<file path="src/rtl/fsm_ab_steer_pkg.sv">
// Shared types and encodings for the a/b steering driver and its remote 3-state FSM.
package fsm_ab_steer_pkg;

  typedef enum logic [1:0] {
    ST_IDLE  = 2'd0,
    ST_DRIVE = 2'd1,
    ST_CHECK = 2'd2,
    ST_RESP  = 2'd3
  } ctrl_state_t;

  localparam logic [2:0] CODE_ST0 = 3'b001;
  localparam logic [2:0] CODE_ST1 = 3'b010;
  localparam logic [2:0] CODE_ST2 = 3'b011;

  // Returns {a,b}; each pattern lands the remote in the target from any state.
  function automatic logic [1:0] target_ab(input logic [1:0] target);
    case (target)
      2'd0:    target_ab = 2'b10;
      2'd1:    target_ab = 2'b01;
      2'd2:    target_ab = 2'b11;
      default: target_ab = 2'b00;
    endcase
  endfunction

  function automatic logic [2:0] target_code(input logic [1:0] target);
    case (target)
      2'd0:    target_code = CODE_ST0;
      2'd1:    target_code = CODE_ST1;
      2'd2:    target_code = CODE_ST2;
      default: target_code = 3'b000;
    endcase
  endfunction

  function automatic logic code_legal(input logic [2:0] code);
    code_legal = (code == CODE_ST0) || (code == CODE_ST1) || (code == CODE_ST2);
  endfunction

endpackage

</file>
<file path="src/rtl/fsm_ab_steer_stats.sv">
// Saturating ok/err/retry event counters for the steering driver.
module fsm_ab_steer_stats #(
  parameter int STAT_W = 16
) (
  input  logic              clk,
  input  logic              rst_n,
  input  logic              clr,
  input  logic              inc_ok,
  input  logic              inc_err,
  input  logic              inc_retry,
  output logic [STAT_W-1:0] stat_ok,
  output logic [STAT_W-1:0] stat_err,
  output logic [STAT_W-1:0] stat_retry
);

  always_ff @(posedge clk or negedge rst_n) begin
    if (!rst_n) begin
      stat_ok    <= '0;
      stat_err   <= '0;
      stat_retry <= '0;
    end else if (clr) begin
      stat_ok    <= '0;
      stat_err   <= '0;
      stat_retry <= '0;
    end else begin
      if (inc_ok && (stat_ok != '1))       stat_ok    <= stat_ok + 1'b1;
      if (inc_err && (stat_err != '1))     stat_err   <= stat_err + 1'b1;
      if (inc_retry && (stat_retry != '1)) stat_retry <= stat_retry + 1'b1;
    end
  end

endmodule

</file>
<file path="src/rtl/fsm_ab_steer_driver.sv">
// Request/response driver that steers the remote a/b FSM to a target state and confirms it.
// Define FSM_AB_STEER_STATS_EN to add the stat_* counters and the stat_clr input.
//
//   state | meaning
//   IDLE  | ready for a request; screens illegal target/code and already-there cases
//   DRIVE | a/b carry the target pattern for one cycle
//   CHECK | a/b idle, compare remote code against the target
//   RESP  | response held until resp_rd
module fsm_ab_steer_driver
  import fsm_ab_steer_pkg::*;
#(
  parameter int MAX_RETRY = 3
`ifdef FSM_AB_STEER_STATS_EN
  , parameter int STAT_W = 16
`endif
) (
  input  logic       clk,
  input  logic       rst_n,
  input  logic [1:0] req_target,
  input  logic       req_vld,
  output logic       req_rd,
  input  logic [2:0] st_code,
  output logic       a,
  output logic       b,
  output logic       resp_ok,
  output logic       resp_err,
  output logic       resp_vld,
  input  logic       resp_rd
`ifdef FSM_AB_STEER_STATS_EN
  , input  logic              stat_clr
  , output logic [STAT_W-1:0] stat_ok
  , output logic [STAT_W-1:0] stat_err
  , output logic [STAT_W-1:0] stat_retry
`endif
);

  localparam int RW = $clog2(MAX_RETRY + 1);

  ctrl_state_t     state;
  logic [1:0]      target_q;
  logic [RW-1:0]   retries;

  always_ff @(posedge clk or negedge rst_n) begin
    if (!rst_n) begin
      state    <= ST_IDLE;
      target_q <= 2'd0;
      retries  <= '0;
      a        <= 1'b0;
      b        <= 1'b0;
      req_rd   <= 1'b0;
      resp_vld <= 1'b0;
      resp_ok  <= 1'b0;
      resp_err <= 1'b0;
    end else begin
      case (state)
        ST_IDLE: begin
          req_rd <= 1'b1;
          if (req_vld && req_rd) begin
            req_rd   <= 1'b0;
            target_q <= req_target;
            if ((req_target == 2'd3) || !code_legal(st_code)) begin
              state    <= ST_RESP;
              resp_vld <= 1'b1;
              resp_err <= 1'b1;
            end else if (st_code == target_code(req_target)) begin
              state    <= ST_RESP;
              resp_vld <= 1'b1;
              resp_ok  <= 1'b1;
            end else begin
              state    <= ST_DRIVE;
              retries  <= '0;
              {a, b}   <= target_ab(req_target);
            end
          end
        end
        ST_DRIVE: begin
          a       <= 1'b0;
          b       <= 1'b0;
          retries <= retries + RW'(1);
          state   <= ST_CHECK;
        end
        ST_CHECK: begin
          if (st_code == target_code(target_q)) begin
            state    <= ST_RESP;
            resp_vld <= 1'b1;
            resp_ok  <= 1'b1;
          end else if (!code_legal(st_code) || (retries >= RW'(MAX_RETRY))) begin
            state    <= ST_RESP;
            resp_vld <= 1'b1;
            resp_err <= 1'b1;
          end else begin
            state  <= ST_DRIVE;
            {a, b} <= target_ab(target_q);
          end
        end
        ST_RESP: begin
          if (resp_rd) begin
            state    <= ST_IDLE;
            resp_vld <= 1'b0;
            resp_ok  <= 1'b0;
            resp_err <= 1'b0;
            req_rd   <= 1'b1;
          end
        end
        default: state <= ST_IDLE;
      endcase
    end
  end

`ifdef FSM_AB_STEER_STATS_EN
  logic inc_ok, inc_err, inc_retry;

  assign inc_ok    = resp_vld && resp_rd && resp_ok;
  assign inc_err   = resp_vld && resp_rd && resp_err;
  // Mirrors the CHECK -> DRIVE branch above.
  assign inc_retry = (state == ST_CHECK) && (st_code != target_code(target_q)) &&
                     code_legal(st_code) && (retries < RW'(MAX_RETRY));

  fsm_ab_steer_stats #(.STAT_W(STAT_W)) u_stats (
    .clk        (clk),
    .rst_n      (rst_n),
    .clr        (stat_clr),
    .inc_ok     (inc_ok),
    .inc_err    (inc_err),
    .inc_retry  (inc_retry),
    .stat_ok    (stat_ok),
    .stat_err   (stat_err),
    .stat_retry (stat_retry)
  );
`endif

endmodule

</file>
<file path="config.mk">
export PLATFORM = sky130hd
export DESIGN_NAME = fsm_ab_steer_driver
export DESIGN_NICKNAME = d
export VERILOG_FILES = /design/src/rtl/fsm_ab_steer_pkg.sv /design/src/rtl/fsm_ab_steer_stats.sv /design/src/rtl/fsm_ab_steer_driver.sv
export SDC_FILE = /design/constraint.sdc
export NUM_CORES = 1
export LEC_CHECK = 0
export ABC_AREA = 1
export BUFFER_PORTS_ARGS = -buffer_cell sky130_fd_sc_hd__buf_2
export CAP_MARGIN = 20
export CORE_ASPECT_RATIO = 1.1
export CORE_UTILIZATION = 55
export CTS_BUF_LIST = sky130_fd_sc_hd__clkbuf_8
export DETAILED_ROUTE_END_ITERATION = 12
export PLACE_DENSITY = 0.82
export SYNTH_ARGS = -nofsm -noshare
export SYNTH_HDL_FRONTEND = slang
export SYNTH_SLANG_ARGS = --single-unit
</file>
<file path="constraint.sdc">
create_clock -name clk -period 2.1 [get_ports clk]
set_clock_uncertainty 0.1 [all_clocks]
set_input_delay 0.21 -clock clk [delete_from_list [all_inputs] [get_ports clk]]
set_output_delay 0.21 -clock clk [all_outputs]
set_load 0.03 [all_outputs]
</file>
=== Word level (Yosys, flattened, before mapping) ===
Index checks and enable logic that the tools add are counted.

* Bitwise gates (word level): 0
* Add/subtract/negate cells: 1
* $lt $le $gt $ge: 1
* Mux-type cells: 49
* Shift operators: 0
* Reductions and logical operators: 21
* Eq/ne operators: 25
* Multipliers: 0
* Divide/modulo/power cells: 0

{| class="wikitable"
|+ Operators with widths
! kind !! count
|-
| 1-bit two-way mux || 24
|-
| 2-bit case mux with 3 select lines || 4
|-
| 2-bit != test, second input constant || 10
|-
| 2-bit two-way mux || 9
|-
| 6-bit AND reduction || 3
|-
| 1-bit case mux with 3 select lines || 5
|-
| 3-bit two-way mux || 4
|-
| 2-bit == test, second input constant || 5
|-
| 2-bit case mux with 4 select lines || 1
|-
| 2-bit by 1-bit == test with 1-bit output, second input constant || 3
|-
| 3-bit by 2-bit == test with 1-bit output, second input constant || 2
|-
| 3-bit == test || 2
|-
| 2-bit zero test || 3
|-
| 3-bit != test, second input constant || 2
|-
| 2-bit AND reduction || 3
|-
| 3-bit nonzero test || 2
|-
| 5-bit AND reduction || 1
|-
| 1-bit logical OR || 4
|-
| 2-bit case mux with 2 select lines || 1
|-
| 4-bit AND reduction || 1
|-
| 2-bit nonzero test || 2
|-
| 3-bit by 1-bit == test with 1-bit output, second input constant || 1
|-
| 2-bit by 1-bit adder with 2-bit output, second input constant || 1
|-
| 2-bit >= comparator, second input constant || 1
|-
| 3 further kinds || 3
|}

* Bits of input ports: 9
* Latch bits: 0
* Register bits after elaboration: 12
* Memories kept: 0
* Bits in read-only memories: 0
* Memory bits (writable): 0
* Output and inout port bits: 6

=== Logic depth before layout (Yosys ltp) ===
Gate-level depths: netlist of the first run.

* Depth in word-level cells: 13
* Depth in mapped cells: 11
* Gate-level depth less buffers: 11

=== Worst setup path before layout of the first run ===
OpenSTA, ideal clock, no wires.

* Path kind: reg-to-reg
* Start: reg state[0]
* End: reg resp_ok
* Path slack: 0.603 ns
* Arrival time: 1.278 ns
* Clock period less this slack: 1.497 ns
* Buffers on the path: 1
* Required time: 1.882 ns
* Stages on the path, launching flop included: 10
* Cell sequence: dfrtp_1 > inv_1 > ha_1 > buf_4 > nand2_2 > nand3_2 > a21oi_1 > nand3_1 > nand2_1 > nand2_1

* Word-level cells in the longest chain between the ends: 3
* Elaborated cells between the ends (all ways): 11
* Those cells by class: eq/ne: 7; mux: 1; reduce/logical: 3

{| class="wikitable"
|+ Ends and longest elaborated chain
! element !! line !! RTL
|-
| from (decl) || fsm_ab_steer_driver.sv:39 || <nowiki>ctrl_state_t state;</nowiki>
|-
| from (signal assigned) || fsm_ab_steer_driver.sv:45 || <nowiki>state <= ST_IDLE;</nowiki>
|-
| from (signal assigned) || fsm_ab_steer_driver.sv:62 || <nowiki>state <= ST_RESP;</nowiki>
|-
| from (signal assigned) || fsm_ab_steer_driver.sv:66 || <nowiki>state <= ST_RESP;</nowiki>
|-
| 2-bit == test / 2-bit zero test (equally long branches) || fsm_ab_steer_driver.sv:55 || <nowiki>case (state)</nowiki>
|-
| 2-bit != test (no line) / 3-bit nonzero test (equally long branches) || -- ||
|-
| 6-bit AND reduction (no line) || -- ||
|-
| to (signal assigned) || fsm_ab_steer_driver.sv:52 || <nowiki>resp_ok <= 1'b0;</nowiki>
|-
| to (signal assigned) || fsm_ab_steer_driver.sv:68 || <nowiki>resp_ok <= 1'b1;</nowiki>
|-
| to (signal assigned) || fsm_ab_steer_driver.sv:86 || <nowiki>resp_ok <= 1'b1;</nowiki>
|-
| to (decl) || fsm_ab_steer_driver.sv:25 || <nowiki>output logic resp_ok,</nowiki>
|}

Parallel ways exist; a longest one is shown, timed or not.
A chain may end at the register's enable or synchronous reset.

=== Worst setup path after layout of the first run ===
Same ends and word-level chain as after synthesis.

==> flow_summary.toml, run 1 <==
[run_status]
outcome = "complete, no violations"

[clock_tree]
cts-root-buf = "clkbuf_8"
cts_resized = 0
cts_tree = "done"
cts_setup_buffers = 0
htreeDepth = 1
clk-insertion-delay-late_ps = 240
clockBufferDepth = 2
ctsHoldBuffers = 1
cts.sink_count = 12
cts-buffers-inserted = 3
clkTransAtPathRegs_ps = 60

[synth]
yosys.area.top_type_share_pct = 30.04
synth_area_leaders = "dfrtp_1 (30%), ha_1 (14%), nand2_1 (13%), nand2_2 (5.6%), inv_1 (5.3%)"
synth_mux_area_share_pct = 0
yosysUniqueCellTypes = 23
ys_warn_count = 0
syn_area_per_cell_um2 = 7.690
synth-main-ff-cell = "dfrtp_1"
synth-xor-area-share_pct = 0
synthArstFlopShare_pct = 100.0
synth-seq-cells = 12
syn-num-nets = 150
synth_cells = 130
synth_top_family_by_area = "simple AND/OR/NAND/NOR gates"
yosys.area.top_type = "dfrtp_1"
synth_fa_ha_area_share_pct = 13.77
synth-compound-area-share_pct = 6.508
yosysSeqAreaShare_pct = 30.04
synthesis.area_um2 = 999.7
yosys.area_share.simple_pct = 41.93
synth-edff-count = 0

[critical_path]
critPathRequiredTime_ps = 2130
crit_slowest_cell = "dfrtp_1"
worstPathMaxFanout = 8
slowest_delay_ps = 400
cp-end-kind = "flip-flop"
arrival_ps = 1720
critPathTopFamily = "simple AND/OR/NAND/NOR gates"
cp_num_buf_inv = 1
path_cells = "inv_1 -> ha_1 -> nand2_2 -> nand3_2 -> a21oi_1 -> nand3_1 -> nand2_1 -> nand2_1"
path_common_cell = "nand2_1"
worstSetupPathType = "flip-flop to flip-flop"
cp-start-kind = "flip-flop"

[power]
ir_worst_vdd_uv = 942.8
power.switching_uw = 885.8
p_per_area_nw_per_um2 = 1566
p_sw_share_pct = 49.24
comb_power_share_pct = 62.2
clkPwrFrac_pct = 14.1
p_int_uw = 913.2
p_seq_share_pct = 23.7
leakagePower_nw = 0.6252

[run]
drv_cap = 0

[sta]
max_slew_margin_pct = 76.12
period_share_pct = 80.27
slew_viol_final = 0
fin_ws_ps = 414.4
grt_setup_unrepaired = "false"
fmax_ghz = 0.5932
fin_tns_setup_ps = 0
worst_pin_slew_ps = 358.2
min_period_ps = 1686
finalHoldViolations = 0
setup_viol = 0

[place]
post-place-ws_ps = 434.0
gp_congestion = 0.9306
port_buffers = 14
post-dp-hpwl_mm = 1.594

[finish]
regArea_um2 = 300.3
fill_cells = 132
multi_input_area_um2 = 621.8
final_common_cell = "nand2_1"
antenna_cells_inserted = 0
drive_above_1_share_pct = 29.73
area_delta_synth_final_pct = 14.89
final_util_pct = 70.34
fin_nets = 169
final_cell_mix = "nand2_1 (35), inv_1 (14), buf_2 (14)"

[grt]
grt_antenna_before_repair = 0
grt_max_degree = 13
grt_pass1_vias = 808
grt_use_total_pct = 22.65
overflow = 0
grt_pass1_wl_mm = 3.298

[detailed_routing]
antenna_left = 0
vias_per_cell = 5.152
vias = 850
first_iter_violations = 15
routed_wire_length_per_instance_um = 11.98
routed_wl_mm = 1.977
first_pass_iters = 4
drc = 0

[floorplan]
io_pins = 15
start_util_pct = 61.23
die_height_um = 46.72
core_area_um2 = 1633
rows = 15
die_width_um = 42.65
design.die.area_um2 = 1992

[hold_path]
hold_class = "input port to flip-flop"
[cell usage after synthesis, types with 2 or more instances]
| library cell | instances |
|---|---|
| nand2_1 | 35 |
| inv_1 | 14 |
| dfrtp_1 | 12 |
| ha_1 | 11 |
| nand2_2 | 9 |
| nand3_1 | 9 |
| nor2_1 | 5 |
| o21ai_0 | 5 |
| nor2_4 | 4 |
| a21oi_1 | 3 |
| inv_2 | 3 |
| nand3_2 | 3 |
| nor2_2 | 3 |
| nand2_4 | 2 |
| nand3b_1 | 2 |
| nor3_1 | 2 |
| o21ai_1 | 2 |
[area by class of cell]
type	count	share of cell area, %
Multi-Input combinational cell	99	54.14
Sequential cell	12	26.14
Timing Repair Buffer	15	6.972
Inverter	18	6.100
Clock buffer	4	4.793
Tap cell	17	1.852
[final timing paths]
kind,cells past startpoint,slack (ps),to,start
hold / removal,3,190,target_q[1]$_DFFE_PN0P_,req_target[1]
min in group asynchronous,2,270,resp_ok$_DFFE_PN0P_,rst_n
setup reg to reg,8,410,resp_ok$_DFFE_PN0P_,state[0]$_DFFE_PN0P_
max in group asynchronous,2,1420,b$_DFFE_PN0P_,rst_n
hold reg to reg,2,370,b$_DFFE_PN0P_,b$_DFFE_PN0P_
setup / recovery,8,410,resp_ok$_DFFE_PN0P_,state[0]$_DFFE_PN0P_
[sequential cells by signal, summed over array words and instances (netlist names)]
| register | count |
|---|---|
| a | 1 |
| b | 1 |
| req_rd | 1 |
| resp_err | 1 |
| resp_ok | 1 |
| resp_vld | 1 |
| retries | 2 |
| state | 2 |
| target_q | 2 |
[tightest hold or removal path, cell delays in order]
cell and delay, ps:
buf_2 110, inv_1 70, o21ai_0 90
[per-stage QoR]
| step | cell area (um2) | total power [mW] | hold WS, ps | instances |
|---|---|---|---|---|
| global route | 1149 | 1.943 | 216.5 | 165 |
| floorplan | 999.7 | 1.302 | -185.6 | 130 |
| finish | 1149 | 1.799 | 189.7 | 165 |
| global placement | 1084 | 1.487 | -5.484 | 160 |
| detailed placement | 1084 | 1.537 | -2.606 | 160 |
| CTS | 1149 | 1.807 | 186.8 | 165 |
[cell families after synthesis]
family	count (synthesis)
simple gates	76
flops	12
fa+ha+maj	11
compound gates	12
buf+inv	19
[routing by layer]
metal  GRT usage [%]  vias up  wire (um)
li1                -      446          -
met1           24.28      382        895
met2           41.82       18        985
met3           7.451        4         80
met4           8.750        0         15
met5               0        -          0
[power by group through the flow]
stage	Combinational, mW	Clock (mW)	Sequential, mW
5_1_grt	1.23	0.270	0.441
4_1_cts	1.12	0.259	0.428
3_5_place_dp	1.10	0	0.432
2_1_floorplan	0.777	0	0.525
6_report	1.12	0.253	0.426
3_3_place_gp	1.07	0	0.421
No activity file was read; power rests on OpenSTA's default activity.
==> run 2, diff against run 1 <==
CORE_UTILIZATION = 52   (was 55)
clock period = 1.4 ns   (was 2.1 ns; I/O delays follow)
==> flow_summary.toml, run 2 (synthesis results as in run 1) <==
[critical_path]
worstPathMaxFanout = 3
crit_slowest_cell = "dfrtp_1"
cp-start-kind = "flip-flop"
path_common_cell = "nor2_4"
reg2reg_from = "target_q[0]$_DFFE_PN0P_"
worstSetupPathType = "flip-flop to flip-flop"
path_cells = "inv_2 -> ha_4 -> nand2_2 -> nand2_2 -> nor2_4 -> nand2_4 -> nor2_4 -> nor2_4 -> nand3_1 -> nand2_1"
cp-end-kind = "flip-flop"
reg2reg_depth = 10
crit_start = "target_q[0]$_DFFE_PN0P_"
arrival_ps = 1620
slowest_delay_ps = 390
critPathRequiredTime_ps = 1430

[finish]
final_cell_mix = "nand2_1 (31), buf_4 (23), buf_2 (14)"
area_delta_synth_final_pct = 39.42
fin_nets = 192
stdcell_area_um2 = 1394
final_common_cell = "nand2_1"
final_util_pct = 77.36
drive_above_1_share_pct = 51.18
largestRegisters = "retries (2), state (2), target_q (2)"
antenna_cells_inserted = 0

[sta]
max_slew_margin_pct = 81.11
min_period_ps = 1586
fmax_ghz = 0.6305
grt_setup_unrepaired = "true"
finalHoldViolations = 0
slew_viol_final = 0
setup_viol = 6
fin_ws_ps = -186.1
period_share_pct = 113.3
worst_pin_slew_ps = 283.4

[grt]
grt_antenna_before_repair = 0
grt_max_degree = 13
grt_use_total_pct = 27.35
overflow = 0
grt_pass1_vias = 940
grt_pass1_wl_mm = 4.084

[detailed_routing]
vias = 998
antenna_left = 0
routed_wire_length_per_instance_um = 13.44
drc = 1
first_pass_iters = 8
first_iter_violations = 14
routed_wl_mm = 2.527
vias_per_cell = 5.309

[hold_path]
hold_class = "input port to flip-flop"
hold-path-cell-count = 3
min-delay-start = "req_vld"

[floorplan]
io_pins = 15
start_util_pct = 55.49
core_area_um2 = 1802
die_width_um = 43.81
rows = 16
die_height_um = 47.99
design.die.area_um2 = 2102

[clock_tree]
cts_tree = "done"
clk-insertion-delay-late_ps = 240
htreeDepth = 1
clkTransAtPathRegs_ps = 60
clockBufferDepth = 2
cts-buffers-inserted = 3
cts.sink_count = 12
cts-root-buf = "clkbuf_8"

[power]
p_seq_share_pct = 20.1
p_int_mw = 1.746
p_per_area_nw_per_um2 = 2374
leakagePower_nw = 0.7328
clkPwrFrac_pct = 9.7
p_sw_share_pct = 47.24
ir_worst_vdd_uv = 1378
power.switching_mw = 1.563
comb_power_share_pct = 70.2

[run_status]
violations = "DRC, setup timing"
outcome = "finished with violations"

[run]
drv_cap = 0

[place]
port_buffers = 14
post-dp-hpwl_mm = 1.803
post-place-ws_ps = -183.7
gp_congestion = 0.8930
dpl-instance-area_um2 = 1211
## run 2: changes by cell type in the layout (fill, tap and decap cells not counted), moves of 2 or more
cell	previous run	this run
inv_1	14	9
inv_2	3	8
ha_1	11	5
buf_4	0	23
nand2_2	9	12
nand2_1	35	31
ha_2	0	3
nor2_1	5	3
ha_4	0	3
## run 2: timing repair
item	CTS	global route
setup buffers	4	3
gates resized for setup	6	17
pin swaps	1	6
endpoints found under the setup margin	8	12
endpoints found under the hold margin	12	0
hold buffers	1	0
## run 2: worst paths after layout
check                      slack (ps)                       to
setup / recovery                 -190            b$_DFFE_PN0P_
hold / removal                    130  target_q[1]$_DFFE_PN0P_
setup reg to reg                 -190            b$_DFFE_PN0P_
hold reg to reg                   370   retries[1]$_DFFE_PN0P_
max in group asynchronous         740     state[0]$_DFFE_PN0P_
min in group asynchronous         210      resp_ok$_DFFE_PN0P_
## run 2: layer usage
| layer | part of all wire, % | global-route usage, % | vias to the layer above |
|---|---|---|---|
| met5 | 0 | 0 | - |
| met4 | 1.5 | 10.00 | 0 |
| met3 | 2.8 | 5.283 | 4 |
| met2 | 52 | 51.94 | 21 |
| met1 | 44 | 30.73 | 472 |
| li1 | - | - | 501 |
## run 2: critical path, delay by kind of cell (launching register included)
| family | cells | cell delay [ps] |
|---|---|---|
| DFF | 1 | 390 |
| and+or+nand+nor | 8 | 670 |
| buffers and inverters | 1 | 90 |
| adders and majority gates | 1 | 220 |
## run 2: cell type report
| cell class | count | area, um2 |
|---|---|---|
| sequential | 12 | 301.5 |
| inverter | 18 | 70.07 |
| timing repair buffer | 38 | 252.7 |
| multi-input combinational | 99 | 705.7 |
| clock buffer | 3 | 41.29 |
| fill | 115 | 407.9 |
| tap | 18 | 22.52 |
## run 2: per-stage QoR
step,instances,setup TNS (ps),hold WS (ps),power (mW)
after floorplan,130,-175.7,-255.6,1.988
after global placement,177,-531.9,-70.70,2.457
after detailed placement,177,-1088,-64.84,2.544
after CTS,185,-535.6,191.6,3.073
after global routing,188,-1273,155.4,3.571
final,188,-853.4,133.7,3.309
## run 2: power by group through the flow
| stage | clock network (mW) | logic [mW] | registers, mW |
|---|---|---|---|
| floorplan | 0 | 1.20 | 0.790 |
| global placement | 0 | 1.82 | 0.633 |
| detailed placement | 0 | 1.90 | 0.648 |
| CTS | 0.326 | 2.11 | 0.640 |
| global route | 0.331 | 2.56 | 0.678 |
| finish | 0.319 | 2.32 | 0.666 |
==> run 3, diff against run 2 <==
ABC_AREA = unset   (was 1)
CORE_UTILIZATION = 51   (was 52)
==> flow_summary.toml, run 3 <==
[power]
power_mw = 3.165
p_per_area_nw_per_um2 = 2304
leakagePower_nw = 0.6660
p_int_mw = 1.830
clkPwrFrac_pct = 10.0
power.switching_mw = 1.335
comb_power_share_pct = 70.6
ir_worst_vdd_uv = 1623
p_seq_share_pct = 19.4
p_sw_share_pct = 42.19

[synth]
yosys.area.top_type = "dfrtp_1"
synth-edff-count = 0
yosysUniqueCellTypes = 29
synth_area_leaders = "dfrtp_1 (35%), ha_1 (16%), inv_1 (4.9%), o21ai_0 (4.7%), mux2_2 (4.0%)"
synth-seq-cells = 12
yosys.area.top_type_share_pct = 35.35
synth_most_common_cell = "dfrtp_1"
yosysSeqAreaShare_pct = 35.35
synthArstFlopShare_pct = 100.0
yosys-top-cells-count = "dfrtp_1 (12), ha_1 (11), inv_1 (11)"
ys_warn_count = 0
syn-num-nets = 111
synthesis.area_um2 = 849.6
synth_cells = 91
synth-main-ff-cell = "dfrtp_1"
syn_area_per_cell_um2 = 9.336

[floorplan]
io_pins = 15
die_height_um = 44.81
die_width_um = 40.92
design.die.area_um2 = 1833
start_util_pct = 54.54
core_area_um2 = 1558
rows = 15

[sta]
worst_pin_slew_ps = 398.2
fmax_ghz = 0.4573
slew_viol_final = 0
finalHoldViolations = 0
grt_setup_unrepaired = "true"
min_period_ps = 2187
fin_ws_ps = -786.6
period_share_pct = 156.2
setup_viol = 9
max_slew_margin_pct = 73.22

[detailed_routing]
vias_per_cell = 5.739
first_iter_violations = 19
routed_wire_length_per_instance_um = 17.46
routed_wl_mm = 2.741
antenna_left = 0
first_pass_iters = 4
drc = 0
vias = 901

[critical_path]
crit_start = "target_q[0]$_DFFE_PN0P_"
path_cells = "inv_2 -> ha_2 -> or3_1 -> a211o_1 -> a21o_2 -> nand3b_1 -> mux2_4"
critPathTopFamily = "compound AO/OA/AOI/OAI gates"
critPathRequiredTime_ps = 1420
reg2reg_from = "target_q[0]$_DFFE_PN0P_"
slowest_delay_ps = 370
cp-end-kind = "flip-flop"
crit_slowest_cell = "dfrtp_1"
cp_num_buf_inv = 1
worstPathMaxFanout = 3
arrival_ps = 2210
cp-start-kind = "flip-flop"
worstSetupPathType = "flip-flop to flip-flop"

[grt]
grt_pass1_wl_mm = 4.105
overflow = 0
grt_use_total_pct = 35.21
grt_antenna_before_repair = 0
grt_pass1_vias = 914
grt_max_degree = 13

[place]
gp_congestion = 0.8535
post-dp-hpwl_mm = 1.781
port_buffers = 14
dpl-instance-area_um2 = 1195
dp.cells = 149

[run_status]
outcome = "finished with violations"
violations = "setup timing"

[run]
drv_cap = 0

[clock_tree]
cts_tree = "done"
clk-insertion-delay-late_ps = 240
cts.sink_count = 12
cts-root-buf = "clkbuf_8"
clkTransAtPathRegs_ps = 50
cts-buffers-inserted = 3
clockBufferDepth = 2
htreeDepth = 1

[hold_path]
hold_class = "input port to flip-flop"
min-delay-start = "req_vld"

[finish]
drive_above_1_share_pct = 52.86
antenna_cells_inserted = 0
fin_nets = 162
fill_cells = 71
final_cell_mix = "buf_4 (29), buf_2 (14), dfrtp_1 (12)"
final_common_cell = "buf_4"
largestRegisters = "retries (2), state (2), target_q (2)"
final_util_pct = 88.19
final_cells = 157
stdcell_area_um2 = 1374
area_delta_synth_final_pct = 61.71
run 3: cell count changes after synthesis, sizes merged, moves of 2 or more:
| cell | before | now |
|---|---|---|
| mux2i | 0 | 3 |
| o211ai | 0 | 2 |
| or3 | 0 | 3 |
| mux2 | 0 | 3 |
| xor2 | 0 | 2 |
| nand3 | 12 | 3 |
| a21o | 0 | 2 |
| nor2 | 12 | 7 |
| nand2 | 46 | 6 |
| inv | 18 | 11 |
| nand3b | 3 | 1 |
run 3: final cells by class:
class	instances	area, um2	area share [%]
multi-input cells	67	613.1	44.63
well taps	17	21.27	1.548
repair buffers	47	331.6	24.13
clock buffers	3	41.29	3.005
flip-flops and latches	12	300.3	21.86
inverters	11	66.31	4.827
run 3: logic make-up after synthesis:
kind of cell | Yosys count | share of synthesized area, %
compound gates | 22 | 18.70
xor+xnor | 2 | 2.062
fa+ha+maj | 11 | 16.20
buf+inv | 12 | 5.302
flops | 12 | 35.35
mux | 6 | 7.511
simple gates | 26 | 14.88
run 3: power groups by stage:
stage	registers [mW]	logic, mW	clock network (mW)
after detailed placement	0.600	1.73	0
after CTS	0.600	1.97	0.315
final	0.614	2.23	0.316
after floorplan	0.723	0.905	0
after global routing	0.623	2.36	0.330
after global placement	0.587	1.66	0
run 3: per-stage QoR:
stage | TNS, ps | hold WS, ps | setup WS, ps
finish | -4971 | 142.2 | -786.6
global route | -5494 | 167.4 | -826.2
CTS | -4765 | 149.1 | -751.6
detailed placement | -5282 | -70.42 | -762.9
global placement | -4561 | -71.38 | -686.0
floorplan | -3370 | -255.6 | -660.3
run 3: worst paths after layout:
check	end	slack (ps)	cells past startpoint
setup / recovery	b$_DFFE_PN0P_	-790	7
hold / removal	target_q[0]$_DFFE_PN0P_	140	3
setup reg to reg	b$_DFFE_PN0P_	-790	7
hold reg to reg	a$_DFFE_PN0P_	410	1
max in group asynchronous	state[0]$_DFFE_PN0P_	760	2
min in group asynchronous	retries[1]$_DFFE_PN0P_	210	2
run 3: worst reg2reg max path, stage by stage, from the launching register on:
cell and delay, ps:
dfrtp_1 370, inv_2 60, ha_2 180, or3_1 360
a211o_1 310, a21o_2 220, nand3b_1 150, mux2_4 330
run 3: timing repair:
| item | CTS | global route |
|---|---|---|
| buffers inserted | 2 | 4 |
| gates resized for setup | 12 | 13 |
| hold buffers | 1 | 0 |
| endpoints found under the hold margin | 12 | 0 |
| pin swaps | 6 | 5 |
| endpoints found under the setup margin | 12 | 12 |
run 3: routing by layer:
layer / part of all wire (%) / vias up / wire length (um) / global-route usage [%]
met5: 0 / - / 0 / 0
met4: 6.3 / 0 / 172 / 26.00
met3: 3.3 / 17 / 91 / 5.911
met2: 53 / 37 / 1448 / 59.06
met1: 38 / 429 / 1028 / 37.42
li1: - / 418 / - / -
